File: config.mk
export PLATFORM = sky130hd
export DESIGN_NAME = fetch_unit
export DESIGN_NICKNAME = d
export VERILOG_FILES = /design/src/rtl/fetch_pkg.sv /design/src/rtl/fetch_queue.sv /design/src/rtl/fetch_unit.sv
export SDC_FILE = /design/constraint.sdc
export NUM_CORES = 1
export LEC_CHECK = 0
export CAP_MARGIN = 20
export CORE_MARGIN = 5
export CORE_UTILIZATION = 50
export DETAILED_ROUTE_END_ITERATION = 8
export GPL_ROUTABILITY_DRIVEN = 0
export HOLD_SLACK_MARGIN = 0.05
export PLACE_DENSITY = 0.79
export RECOVER_POWER = 100
export SYNTH_ARGS = -nofsm -noshare
export SYNTH_HDL_FRONTEND = slang
export SYNTH_SLANG_ARGS = --single-unit
File: constraint.sdc
create_clock -name clk_i -period 7.75 [get_ports clk_i]
set_input_delay 1.55 -clock clk_i [delete_from_list [all_inputs] [get_ports clk_i]]
set_output_delay 1.55 -clock clk_i [all_outputs]
set_load 0.02 [all_outputs]
File: src/rtl/fetch_pkg.sv
// Shared types and constants for the instruction fetch unit.
// Holds the fetch FSM state encoding, the data widths and the default reset PC.
package fetch_pkg;

    localparam int unsigned XLEN = 32;
    localparam int unsigned ILEN = 32;

    localparam logic [XLEN-1:0] RESET_PC_DEFAULT = 32'h0000_0000;

    typedef enum logic [1:0] {
        ST_IDLE,
        ST_WAIT,
        ST_DROP
    } fetch_state_e;

    function automatic logic [XLEN-1:0] word_align(input logic [XLEN-1:0] addr);
        return {addr[XLEN-1:2], 2'b00};
    endfunction

endpackage

File: src/rtl/fetch_queue.sv
// Small FIFO of fetched {pc, instr} pairs with push, pop, flush and an occupancy count.
// The head is forced to zero while empty so that idle outputs are deterministic.
module fetch_queue
    import fetch_pkg::*;
#(
    parameter int unsigned QDEPTH = 2
) (
    input  logic                   clk_i,
    input  logic                   rst_i,
    input  logic                   push_i,
    input  logic [XLEN-1:0]        push_pc_i,
    input  logic [ILEN-1:0]        push_instr_i,
    input  logic                   pop_i,
    input  logic                   flush_i,
    output logic                   valid_o,
    output logic [XLEN-1:0]        head_pc_o,
    output logic [ILEN-1:0]        head_instr_o,
    output logic [$clog2(QDEPTH):0] count_o
);

    localparam int unsigned AW = $clog2(QDEPTH);

    logic [AW-1:0]   wr_ptr_q, wr_ptr_d;
    logic [AW-1:0]   rd_ptr_q, rd_ptr_d;
    logic [AW:0]     count_q, count_d;
    logic [XLEN-1:0] pc_mem_q    [QDEPTH];
    logic [ILEN-1:0] instr_mem_q [QDEPTH];
    logic            do_push, do_pop;

    assign do_push = push_i && !flush_i;
    assign do_pop  = pop_i && valid_o && !flush_i;

    always_comb begin
        wr_ptr_d = wr_ptr_q;
        rd_ptr_d = rd_ptr_q;
        count_d  = count_q;
        if (flush_i) begin
            wr_ptr_d = '0;
            rd_ptr_d = '0;
            count_d  = '0;
        end else begin
            if (do_push) wr_ptr_d = wr_ptr_q + AW'(1);
            if (do_pop)  rd_ptr_d = rd_ptr_q + AW'(1);
            unique case ({do_push, do_pop})
                2'b10:   count_d = count_q + (AW+1)'(1);
                2'b01:   count_d = count_q - (AW+1)'(1);
                default: count_d = count_q;
            endcase
        end
    end

    always_ff @(posedge clk_i or posedge rst_i) begin
        if (rst_i) begin
            wr_ptr_q <= '0;
            rd_ptr_q <= '0;
            count_q  <= '0;
        end else begin
            wr_ptr_q <= wr_ptr_d;
            rd_ptr_q <= rd_ptr_d;
            count_q  <= count_d;
        end
    end

    always_ff @(posedge clk_i) begin
        if (do_push) begin
            pc_mem_q[wr_ptr_q]    <= push_pc_i;
            instr_mem_q[wr_ptr_q] <= push_instr_i;
        end
    end

    assign valid_o      = (count_q != '0);
    assign head_pc_o    = valid_o ? pc_mem_q[rd_ptr_q]    : '0;
    assign head_instr_o = valid_o ? instr_mem_q[rd_ptr_q] : '0;
    assign count_o      = count_q;

endmodule

File: src/rtl/fetch_unit.sv
// Instruction fetch: one outstanding memory request, redirect/flush handling and a
// small decoupling queue towards decode.
module fetch_unit
    import fetch_pkg::*;
#(
    parameter logic [XLEN-1:0] RESET_PC = RESET_PC_DEFAULT,
    parameter int unsigned     QDEPTH   = 2
) (
    input  logic            clk_i,
    input  logic            rst_i,
    output logic            imem_req_o,
    output logic [XLEN-1:0] imem_addr_o,
    input  logic            imem_ack_i,
    input  logic [ILEN-1:0] imem_data_i,
    input  logic            redirect_i,
    input  logic [XLEN-1:0] redirect_pc_i,
    output logic            instr_valid_o,
    output logic [ILEN-1:0] instr_o,
    output logic [XLEN-1:0] pc_o,
    output logic [XLEN-1:0] pc_plus4_o,
    input  logic            instr_ready_i
);

    localparam int unsigned CW = $clog2(QDEPTH) + 1;

    fetch_state_e    state_q, state_d;
    logic [XLEN-1:0] fetch_pc_q, fetch_pc_d;
    logic [XLEN-1:0] tag_pc_q, tag_pc_d;
    logic [CW-1:0]   count;
    logic [CW:0]     occ_next;
    logic            ack_kept, pop, issue;

    assign ack_kept = imem_ack_i && (state_q == ST_WAIT) && !redirect_i;
    assign pop      = instr_valid_o && instr_ready_i && !redirect_i;
    // Occupancy after this cycle's enqueue/dequeue; a new request must still fit.
    assign occ_next = {1'b0, count} + (CW+1)'(ack_kept) - (CW+1)'(pop);

    always_comb begin
        issue = 1'b0;
        if (!rst_i && !redirect_i && (occ_next < (CW+1)'(QDEPTH))) begin
            if (state_q == ST_IDLE)                    issue = 1'b1;
            else if (state_q == ST_WAIT && imem_ack_i) issue = 1'b1;
        end
    end

    always_comb begin
        state_d    = state_q;
        fetch_pc_d = fetch_pc_q;
        tag_pc_d   = tag_pc_q;
        if (redirect_i) begin
            fetch_pc_d = word_align(redirect_pc_i);
        end else if (issue) begin
            fetch_pc_d = fetch_pc_q + 32'd4;
            tag_pc_d   = fetch_pc_q;
        end
        unique case (state_q)
            ST_IDLE: if (issue) state_d = ST_WAIT;
            ST_WAIT: begin
                if (redirect_i)                 state_d = imem_ack_i ? ST_IDLE : ST_DROP;
                else if (imem_ack_i && !issue)  state_d = ST_IDLE;
            end
            ST_DROP: if (imem_ack_i) state_d = ST_IDLE;
            default: state_d = ST_IDLE;
        endcase
    end

    always_ff @(posedge clk_i or posedge rst_i) begin
        if (rst_i) begin
            state_q    <= ST_IDLE;
            fetch_pc_q <= word_align(RESET_PC);
            tag_pc_q   <= '0;
        end else begin
            state_q    <= state_d;
            fetch_pc_q <= fetch_pc_d;
            tag_pc_q   <= tag_pc_d;
        end
    end

    assign imem_req_o  = issue;
    assign imem_addr_o = fetch_pc_q;
    assign pc_plus4_o  = pc_o + 32'd4;

    fetch_queue #(
        .QDEPTH(QDEPTH)
    ) u_queue (
        .clk_i       (clk_i),
        .rst_i       (rst_i),
        .push_i      (ack_kept),
        .push_pc_i   (tag_pc_q),
        .push_instr_i(imem_data_i),
        .pop_i       (pop),
        .flush_i     (redirect_i),
        .valid_o     (instr_valid_o),
        .head_pc_o   (pc_o),
        .head_instr_o(instr_o),
        .count_o     (count)
    );

endmodule

* Word level (Yosys, flattened, before mapping)
Memories as Yosys holds them, arrays and structs flattened.
Cells that the tools add are included.
** Word-level totals
- Flip-flop bits (word level) :: 70
- Bits in writable memories :: 128
- Input bits :: 69
- Logic and storage cells :: 67
- Memories :: 2
** Cells by class
- Add/sub/neg operators :: 8
- Magnitude comparators :: 1
- Equal/unequal tests :: 7
- Multiplexer cells :: 21
- Bitwise logic cells :: 1
- Reductions and logical operators :: 21
** Memory list
- u_queue.instr_mem_q :: depth 2, width 32, rd ports 1, clocked after memory_dff 0, write ports 1, line fetch_queue.sv:27 : logic [ILEN-1:0] instr_mem_q [QDEPTH];
- u_queue.pc_mem_q :: depth 2, width 32, rd ports 1, clocked after memory_dff 0, write ports 1, line fetch_queue.sv:26 : logic [XLEN-1:0] pc_mem_q [QDEPTH];
** Operator list (number)
- 32-bit 2-to-1 mux :: 4
- 32-bit by 3-bit adder with 32-bit output (second input constant) :: 2
- 2-bit 2-to-1 mux :: 6
- 1-bit logical AND :: 10
- 1-bit 2-to-1 mux :: 9
- 2-bit nonzero test :: 4
- 2-bit case mux with 3 select lines :: 1
- 2-bit by 1-bit equality test with 1-bit output (second input constant) :: 2
- 2-bit equality test (second input constant) :: 2
- 2-bit != test (second input constant) :: 2
- 2-bit case mux with 2 select lines :: 1
- 2-bit by 1-bit adder with 3-bit output :: 1
- 1-bit zero test :: 3
- 3-bit by 2-bit less-than comparator with 1-bit output (second input constant) :: 1
- 3-bit by 2-bit != test with 1-bit output (second input constant) :: 1
- 3-bit AND reduction :: 1
- 3-bit nonzero test :: 1
- 3-bit by 1-bit subtractor with 3-bit output :: 1
- 1-bit adder (second input constant) :: 2
- 2-bit by 1-bit adder with 2-bit output (second input constant) :: 1
- 2-bit zero test :: 1
- 2-bit AND reduction :: 1
- 2-bit by 1-bit subtractor with 2-bit output (second input constant) :: 1
- 1-bit NOT :: 1

* Longest topological paths before layout
- Depth after elaboration :: 13
- Mapped depth :: 16
- Gate-level depth less buffers :: 13

* By module
From an unflattened synthesis, not the netlist that was laid out.
** Unflattened totals
- Cells, all modules :: 733
- Area total of the unflattened synthesis :: 8682.1 um^2
** Modules (own cells, without submodules)
- fetch_queue :: times used 1, cells an instance 296, area each 5064.9 um^2
- fetch_unit :: times used 1, cells an instance 437, area each 3617.2 um^2

* Least setup slack after synthesis
Ideal clock, no wire load.
- Kind :: input to register
- Start :: input port redirect_i
- End :: memory u_queue.instr_mem_q[1][0], enable pin
- Setup time :: 0.571 ns
- Arrival :: 6.525 ns
- Required time :: 7.179 ns
- Path slack :: 0.654 ns
- Cell stages on the path :: 3
- Path through :: clkbuf_1 clkbuf_1 nor3b_1
** On the way
- Word-level cells in the longest chain between the ends :: 5
** RTL lines
- start, declared :: line fetch_unit.sv:15 : input logic redirect_i,
- 1-bit zero test (*) :: line fetch_queue.sv:30, fetch_unit.sv:33
- 1-bit logical AND :: line fetch_unit.sv:33 : assign ack_kept = imem_ack_i && (state_q == ST_WAIT) && !redirect_i;
- 1-bit logical AND (*) :: line fetch_queue.sv:30 : assign do_push = push_i && !flush_i;
- 1-bit 2-to-1 mux (*) :: line fetch_queue.sv:65 : if (do_push) begin
- 1-bit 2-to-1 mux (implied by the code) (*) :: line fetch_queue.sv:67 : instr_mem_q[wr_ptr_q] <= push_instr_i;
- end, declared :: line fetch_queue.sv:27
Every way passes the cells marked *; elsewhere a longest branch is shown, timed or not.

* Worst setup path in the final report
- Start :: register u_queue.rd_ptr_q
- End :: output port pc_plus4_o[27]
** On the way
- Word-level cells in the longest chain between the ends :: 3
** RTL lines
- start, declared :: line fetch_queue.sv:24 : logic [AW-1:0] rd_ptr_q, rd_ptr_d;
- start signal, assigned :: line fetch_queue.sv:59 : rd_ptr_q <= rd_ptr_d;
- memory read 2 x 32 bit
- 32-bit 2-to-1 mux :: line fetch_queue.sv:72 : assign head_pc_o = valid_o ? pc_mem_q[rd_ptr_q] : '0;
- 32-bit by 3-bit adder with 32-bit output :: line fetch_unit.sv:81 : assign pc_plus4_o = pc_o + 32'd4;
- end, declared :: line fetch_unit.sv:20 : output logic [XLEN-1:0] pc_plus4_o,
Every way passes these cells.

==> impl_metrics.ini <==
[worst_setup_path]
worst-path-max-fanout = 42
timing.critical_path.buf_inv = 2
critical_path_required_ns = 6.20
timing.critical_path.slowest_cell_delay_ns = 1.64
worst_ep_arrival_time_ns = 5.00
endpoint_kind = primary output
launching_point_of_the_worst_reg2reg_path = u_queue.count_o[1]
critPathKind = reg -> out
cpMaxStageDelayCell = sky130_fd_sc_hd__dfrtp_1
critical_path.reg2reg.endpoint = imem_addr_o[12]
reg2reg_slack_ns = 1.57
critical_path.cell_chain = buf_4, mux2i_1, nor2_1, nand3_1, nor4b_1, xor2_1, clkdlybuf4s50_1
worst_setup_path_start_kind = register
kind_of_cell_adding_the_most_delay_to_the_critical_path = flip-flops
reg2regPathDepth = 15

[final_layout]
layout.nets = 1010
areaGrowthSynthToFinish_pct = 28.6
seq_area_um2 = 5380
multi_input_comb_area_um2 = 3110
layout-drive-gt1-share_pct = 5.16
n_fill_cell = 1350
finalInstanceArea_um2 = 11400

[pwr]
power.static_leakage_nw = 4.43
power.density_nw_per_um2 = 222
p_total_w = 0.00252
peak_ir_drop_on_the_vdd_network_mv = 0.182

[clock_network]
path_clk_slew_ns = 0.06
clk_root_buffer_cell = sky130_fd_sc_hd__clkbuf_16
post_cts_buffers = 0
cts_num_sinks = 190
maximum_buffer_depth_of_the_clock_tree = 2
tritoncts = yes
hold_buf_count_cts = 0
htree_num_levels = 4
cts_buffers = 17
clk_latency_ns = 0.43
postCtsResizedCells = 0

[global_routing]
gr-usage-met2_pct = 30.7
grt_use_met1_pct = 28.6
grt_overflow = 0
grt_start_max_net_pins = 66
globalRouteMet3Util_pct = 5.49
grt.total_usage_pct = 20.0
wire_length_of_the_first_global_routing_pass_mm = 32.3
grt_antenna_before_repair = 1
first_global_vias = 6113
busiest_layer = met2

[min_path]
hold_path_class = reg -> reg
min_delay_worst_endpoint = u_queue.pc_mem_q[1][17]
hp-start = tag_pc_q[17]
holdPathStages = 0

[sta]
hold_ws_ns = 0.473
grt_setup_unrepaired = false
hold_viol = 0
period_share_pct = 84.5
finClkSkew_ns = 0.00924
post-route-min-period_ns = 6.55
max_freq_mhz = 153
final.setup.worst_slack_ns = 1.20
setup-tns-final_ns = 0
maxSlewViolCount = 338
slew-limit-headroom_pct = -130
setup-violations-final = 0
worstMarginPinSlew_ns = 3.46

[routing]
drt-initial-drc-count = 367
dr_total_vias = 6339
per_cell_routed_wire_length_um = 17.2
drc = 0
vias_per_cell = 5.39
final_antenna_net_count = 0
drt_pre_antenna_iters = 4
drt-total-wl_mm = 20.2

[placed_design]
hpwlAfterDp_mm = 14.3
port_buffers = 190
postPlaceCellArea_um2 = 10900
post-place-ws_ns = 1.50

[synth]
ys_top_cells_by_count = sky130_fd_sc_hd__nand2_1, sky130_fd_sc_hd__edfxtp_1, sky130_fd_sc_hd__nor2_1, sky130_fd_sc_hd__dfrtp_1, sky130_fd_sc_hd__mux2i_1
synth.distinct_cells = 60
synth_seq_area_share_pct = 60.8
synth_top_area_share_pct = 42.1
most_frequently_used_cell_type_in_the_post_synthesis_netlist = sky130_fd_sc_hd__nand2_1
synth.avg_cell_area_um2 = 11.6
post_synth_inst_count = 763
synth_ff_type = sky130_fd_sc_hd__edfxtp_1
post_synthesis_sequential_element_count = 190
synth-warning-count = 0
edff_count_synth = 124
synthArstFlopShare_pct = 34.7
ys_top_cells_by_area = sky130_fd_sc_hd__edfxtp_1, sky130_fd_sc_hd__dfrtp_1, sky130_fd_sc_hd__mux2i_1
synth.cell_area_um2 = 8840
synth_top_area_cell = sky130_fd_sc_hd__edfxtp_1

[floorplanning]
chipWidth_um = 143
row_count = 48
floorplan.initialDensity_pct = 51.1
die_area_um2 = 20400
core_um2 = 17300
die_y_um = 143
io_pins = 199

[status]
run_status = finished, violations left
failed_checks = capacitance limit, slew limit

[job]
drv.max_cap_violation_count = 6
## area by class of cell
cell class	instances	area share (%)
diodes	2	0.0440
clock inverters	14	1.46
multi-input cells	515	27.4
repair buffers	199	17.1
well taps	225	2.48
inverters	14	0.462
clock buffers	18	3.77
flip-flops and latches	190	47.3
## worst register-to-register path: stages, from the launching register on
cell                       delay, ns
sky130_fd_sc_hd__dfrtp_1        0.50
sky130_fd_sc_hd__nor2_4         0.69
sky130_fd_sc_hd__inv_1          0.23
sky130_fd_sc_hd__nand2_1        0.17
sky130_fd_sc_hd__nor2_1         0.06
sky130_fd_sc_hd__ha_1           0.26
sky130_fd_sc_hd__or3_1          0.36
sky130_fd_sc_hd__fa_1           0.48
sky130_fd_sc_hd__nor4b_1        0.45
sky130_fd_sc_hd__nand3_2        0.16
sky130_fd_sc_hd__inv_1          0.16
sky130_fd_sc_hd__clkbuf_1       1.36
sky130_fd_sc_hd__nor2_1         0.08
sky130_fd_sc_hd__clkbuf_1       0.50
sky130_fd_sc_hd__o21ai_0        0.33
sky130_fd_sc_hd__o311ai_0       0.17
## report_power, final
part | switching, W | total (W) | internal [W]
sequential | 0.0000912 | 0.00128 | 0.00119
clock | 0.000366 | 0.000873 | 0.000508
combinational | 0.000211 | 0.000366 | 0.000156
## cell families (layout without fill, tap and decap cells)
family / after synthesis / count (layout) / share of synthesized area, %
multiplexers: 63 / 63 / 7.15
AO/OA/AOI/OAI: 84 / 84 / 6.71
other: 1 / 8 / 0.0424
buffers and inverters: 63 / 245 / 3.69
AND/OR/NAND/NOR: 323 / 323 / 17.5
XOR/XNOR: 35 / 35 / 3.47
adder cells (fa/ha/maj): 4 / 4 / 0.651
flip-flops: 190 / 190 / 60.8
## state kept, by name, indices dropped and copies added, names as in the netlist
signal	flops
u_queue.rd_ptr_q	1
u_queue.count_o	2
tag_pc_q	30
u_queue.pc_mem_q	60
state_q	2
u_queue.instr_mem_q	64
imem_addr_o	30
u_queue.wr_ptr_q	1
## metrics by stage
| stage | util [%] | cells |
|---|---|---|
| after floorplan | - | 768 |
| after global placement | 62.8 | 1143 |
| after detailed placement | 62.8 | 1143 |
| after CTS | 66.2 | 1175 |
| after global routing | 65.7 | 1176 |
| final | 65.7 | 1177 |
## per-layer routing
| metal | vias to the layer above | part of all wire, % |
|---|---|---|
| met5 | - | 0 |
| met2 | 230 | 45 |
| met1 | 3009 | 45 |
| met3 | 15 | 8.6 |
| li1 | 3085 | - |
| met4 | 0 | 0.97 |
## placed cells by master, fill, tap and decap left out, types with 7 or more instances in the layout
cell                              count
sky130_fd_sc_hd__nor3_1              16
sky130_fd_sc_hd__edfxtp_1           124
sky130_fd_sc_hd__clkdlybuf4s50_1     42
sky130_fd_sc_hd__clkbuf_16           17
sky130_fd_sc_hd__mux2i_1             62
sky130_fd_sc_hd__o311ai_0            11
sky130_fd_sc_hd__inv_1               14
sky130_fd_sc_hd__nor2_1              83
sky130_fd_sc_hd__nand4_1             18
sky130_fd_sc_hd__xnor2_1             12
sky130_fd_sc_hd__o211ai_1             7
sky130_fd_sc_hd__o21ai_0             31
sky130_fd_sc_hd__xor2_1              23
sky130_fd_sc_hd__dlygate4sd3_1      148
sky130_fd_sc_hd__nand3_1             27
sky130_fd_sc_hd__nand2_1            134
sky130_fd_sc_hd__dfrtp_1             66
sky130_fd_sc_hd__nand3b_1             7
sky130_fd_sc_hd__clkbuf_1             7
sky130_fd_sc_hd__nor4_1               7
## worst max path at each step
stage	cells after the start	to	from
detailed placement	10	imem_req_o	instr_ready_i
global route	7	pc_plus4_o[31]	u_queue.rd_ptr_q
floorplan	3	u_queue.instr_mem_q[1][0]	redirect_i
CTS	10	imem_req_o	instr_ready_i
finish	7	pc_plus4_o[27]	u_queue.rd_ptr_q
global placement	10	imem_req_o	instr_ready_i
(Power assumes the default switching activity.)
==> RTL change (same settings) <==
Make the reset (`rst_i`) synchronous in 2 clocked blocks.
--- a/src/rtl/fetch_queue.sv
+++ b/src/rtl/fetch_queue.sv
@@ -49,7 +49,7 @@
         end
     end
 
-    always_ff @(posedge clk_i or posedge rst_i) begin
+    always_ff @(posedge clk_i) begin
         if (rst_i) begin
             wr_ptr_q <= '0;
             rd_ptr_q <= '0;
--- a/src/rtl/fetch_unit.sv
+++ b/src/rtl/fetch_unit.sv
@@ -64,7 +64,7 @@
         endcase
     end
 
-    always_ff @(posedge clk_i or posedge rst_i) begin
+    always_ff @(posedge clk_i) begin
         if (rst_i) begin
             state_q    <= ST_IDLE;
             fetch_pc_q <= word_align(RESET_PC);
Formal check against the unedited RTL: differs if rst_i is asserted again (counterexample within 4 cycles, from zero or initial values and one cycle with rst_i high); with rst_i held inactive, the same outputs for 4 cycles.
==> RTL change against the unedited design <==
  * Setup slack improved by 110 ps
  * Sequential cell count grew 1
  * Critical path depth up 3
  * Utilization decreased by 0.40 points
  * Cell area is 1.7% lower
  * Global-route usage is 0.58 points higher
  * Via count is 4.5% higher
  * Wire length grew 3.1%
  * Clock skew is 3.1 ps higher
  * Largest cell class unchanged
  * Synthesized area fell by 2.7%
  * Count of clock-buffer cells in the layout decreased by 1
  * The flow still finishes with violations (capacitance limit, slew limit)
Power is not compared: it rests on default switching activity, and its combinational part moved more than twofold at a synthesized area within 25%.
==> RTL change: results <==
group,metric,value,unit
min_path,min_to,"u_queue.pc_mem_q[0][31]",
outcome,violations,"capacitance limit, slew limit",
global_route,grt_start_max_net_pins,71,
global_route,grt_use_total,20.59,%
setup_path,reg_to_reg_slack_setup,2110,ps
sta,timing.clock.skew,12.33,ps
placement,placed_cell_area,10620,um2
placement,dp.cells,1175,
finish,num-nonclk-inverters,11,
setup_path,cp-startpoint,"instr_ready_i",
sta,final_max_slew_viol_count,187,
placement,dp_hpwl,14.32,mm
outcome,outcome,"finished with violations",
synthesis,synth.distinct_cells,54,
global_route,antenna_found_initial,2,
sta,final.min_clock_period,6436,ps
finish,layout.non_clock_buffers,200,
min_path,min-delay-start,"tag_pc_q[31]",
setup_path,critical-path-max-stage-delay,680,ps
global_route,grt_first_pass_wirelength,32.46,mm
setup_path,worstRegToRegCells,12,
routing,drtIter0Drc,549,
flow_run,timing.max_cap.violations,3,
setup_path,worstPathMaxFanout,3,
synthesis,synth_seq_area_share,58.85,%
synthesis,ys_async_sr_fraction,0,%
routing,routed_wl,20.84,mm
finish,clk_share,5.359,%
finish,seq-cell-share,45.32,%
## RTL change: cell types whose count changed after synthesis, moves of 6 or more
| cell | unedited run | this run |
|---|---|---|
| sky130_fd_sc_hd__o21ai_0 | 31 | 22 |
| sky130_fd_sc_hd__o311ai_0 | 11 | 0 |
| sky130_fd_sc_hd__nor3_1 | 16 | 29 |
| sky130_fd_sc_hd__a31oi_1 | 6 | 21 |
| sky130_fd_sc_hd__dfxtp_1 | 0 | 67 |
| sky130_fd_sc_hd__nor2_1 | 82 | 88 |
| sky130_fd_sc_hd__a21oi_1 | 6 | 52 |
| sky130_fd_sc_hd__nor2b_1 | 2 | 12 |
| sky130_fd_sc_hd__dfrtp_1 | 66 | 0 |
| sky130_fd_sc_hd__nand2_1 | 134 | 105 |
## RTL change: per-layer routing
| layer | part of all wire [%] | GRT usage, % | vias up |
|---|---|---|---|
| met5 | 0.062 | 0 | - |
| met4 | 1.5 | 6.170 | 2 |
| met3 | 8.8 | 5.563 | 21 |
| met2 | 44 | 29.47 | 282 |
| met1 | 46 | 30.69 | 3096 |
| li1 | - | - | 3223 |
## RTL change: worst reg2reg max path: cells and delay by family (launching register included)
| kind | cells | cell delay [ps] |
|---|---|---|
| AOI/OAI and AO/OA | 1 | 160 |
| DFF | 1 | 380 |
| adders and majority gates | 2 | 760 |
| buffers and inverters | 2 | 1250 |
| and+or+nand+nor | 7 | 3020 |
## RTL change: logic make-up after synthesis
kind of cell,Yosys count,share of synthesized area [%]
other,1,0.04357
AO/OA/AOI/OAI,121,8.243
adder cells (fa/ha/maj),5,0.8141
buffers and inverters,64,3.605
AND/OR/NAND/NOR,322,17.87
flip-flops,191,58.85
XOR/XNOR,33,3.358
multiplexers,62,7.225
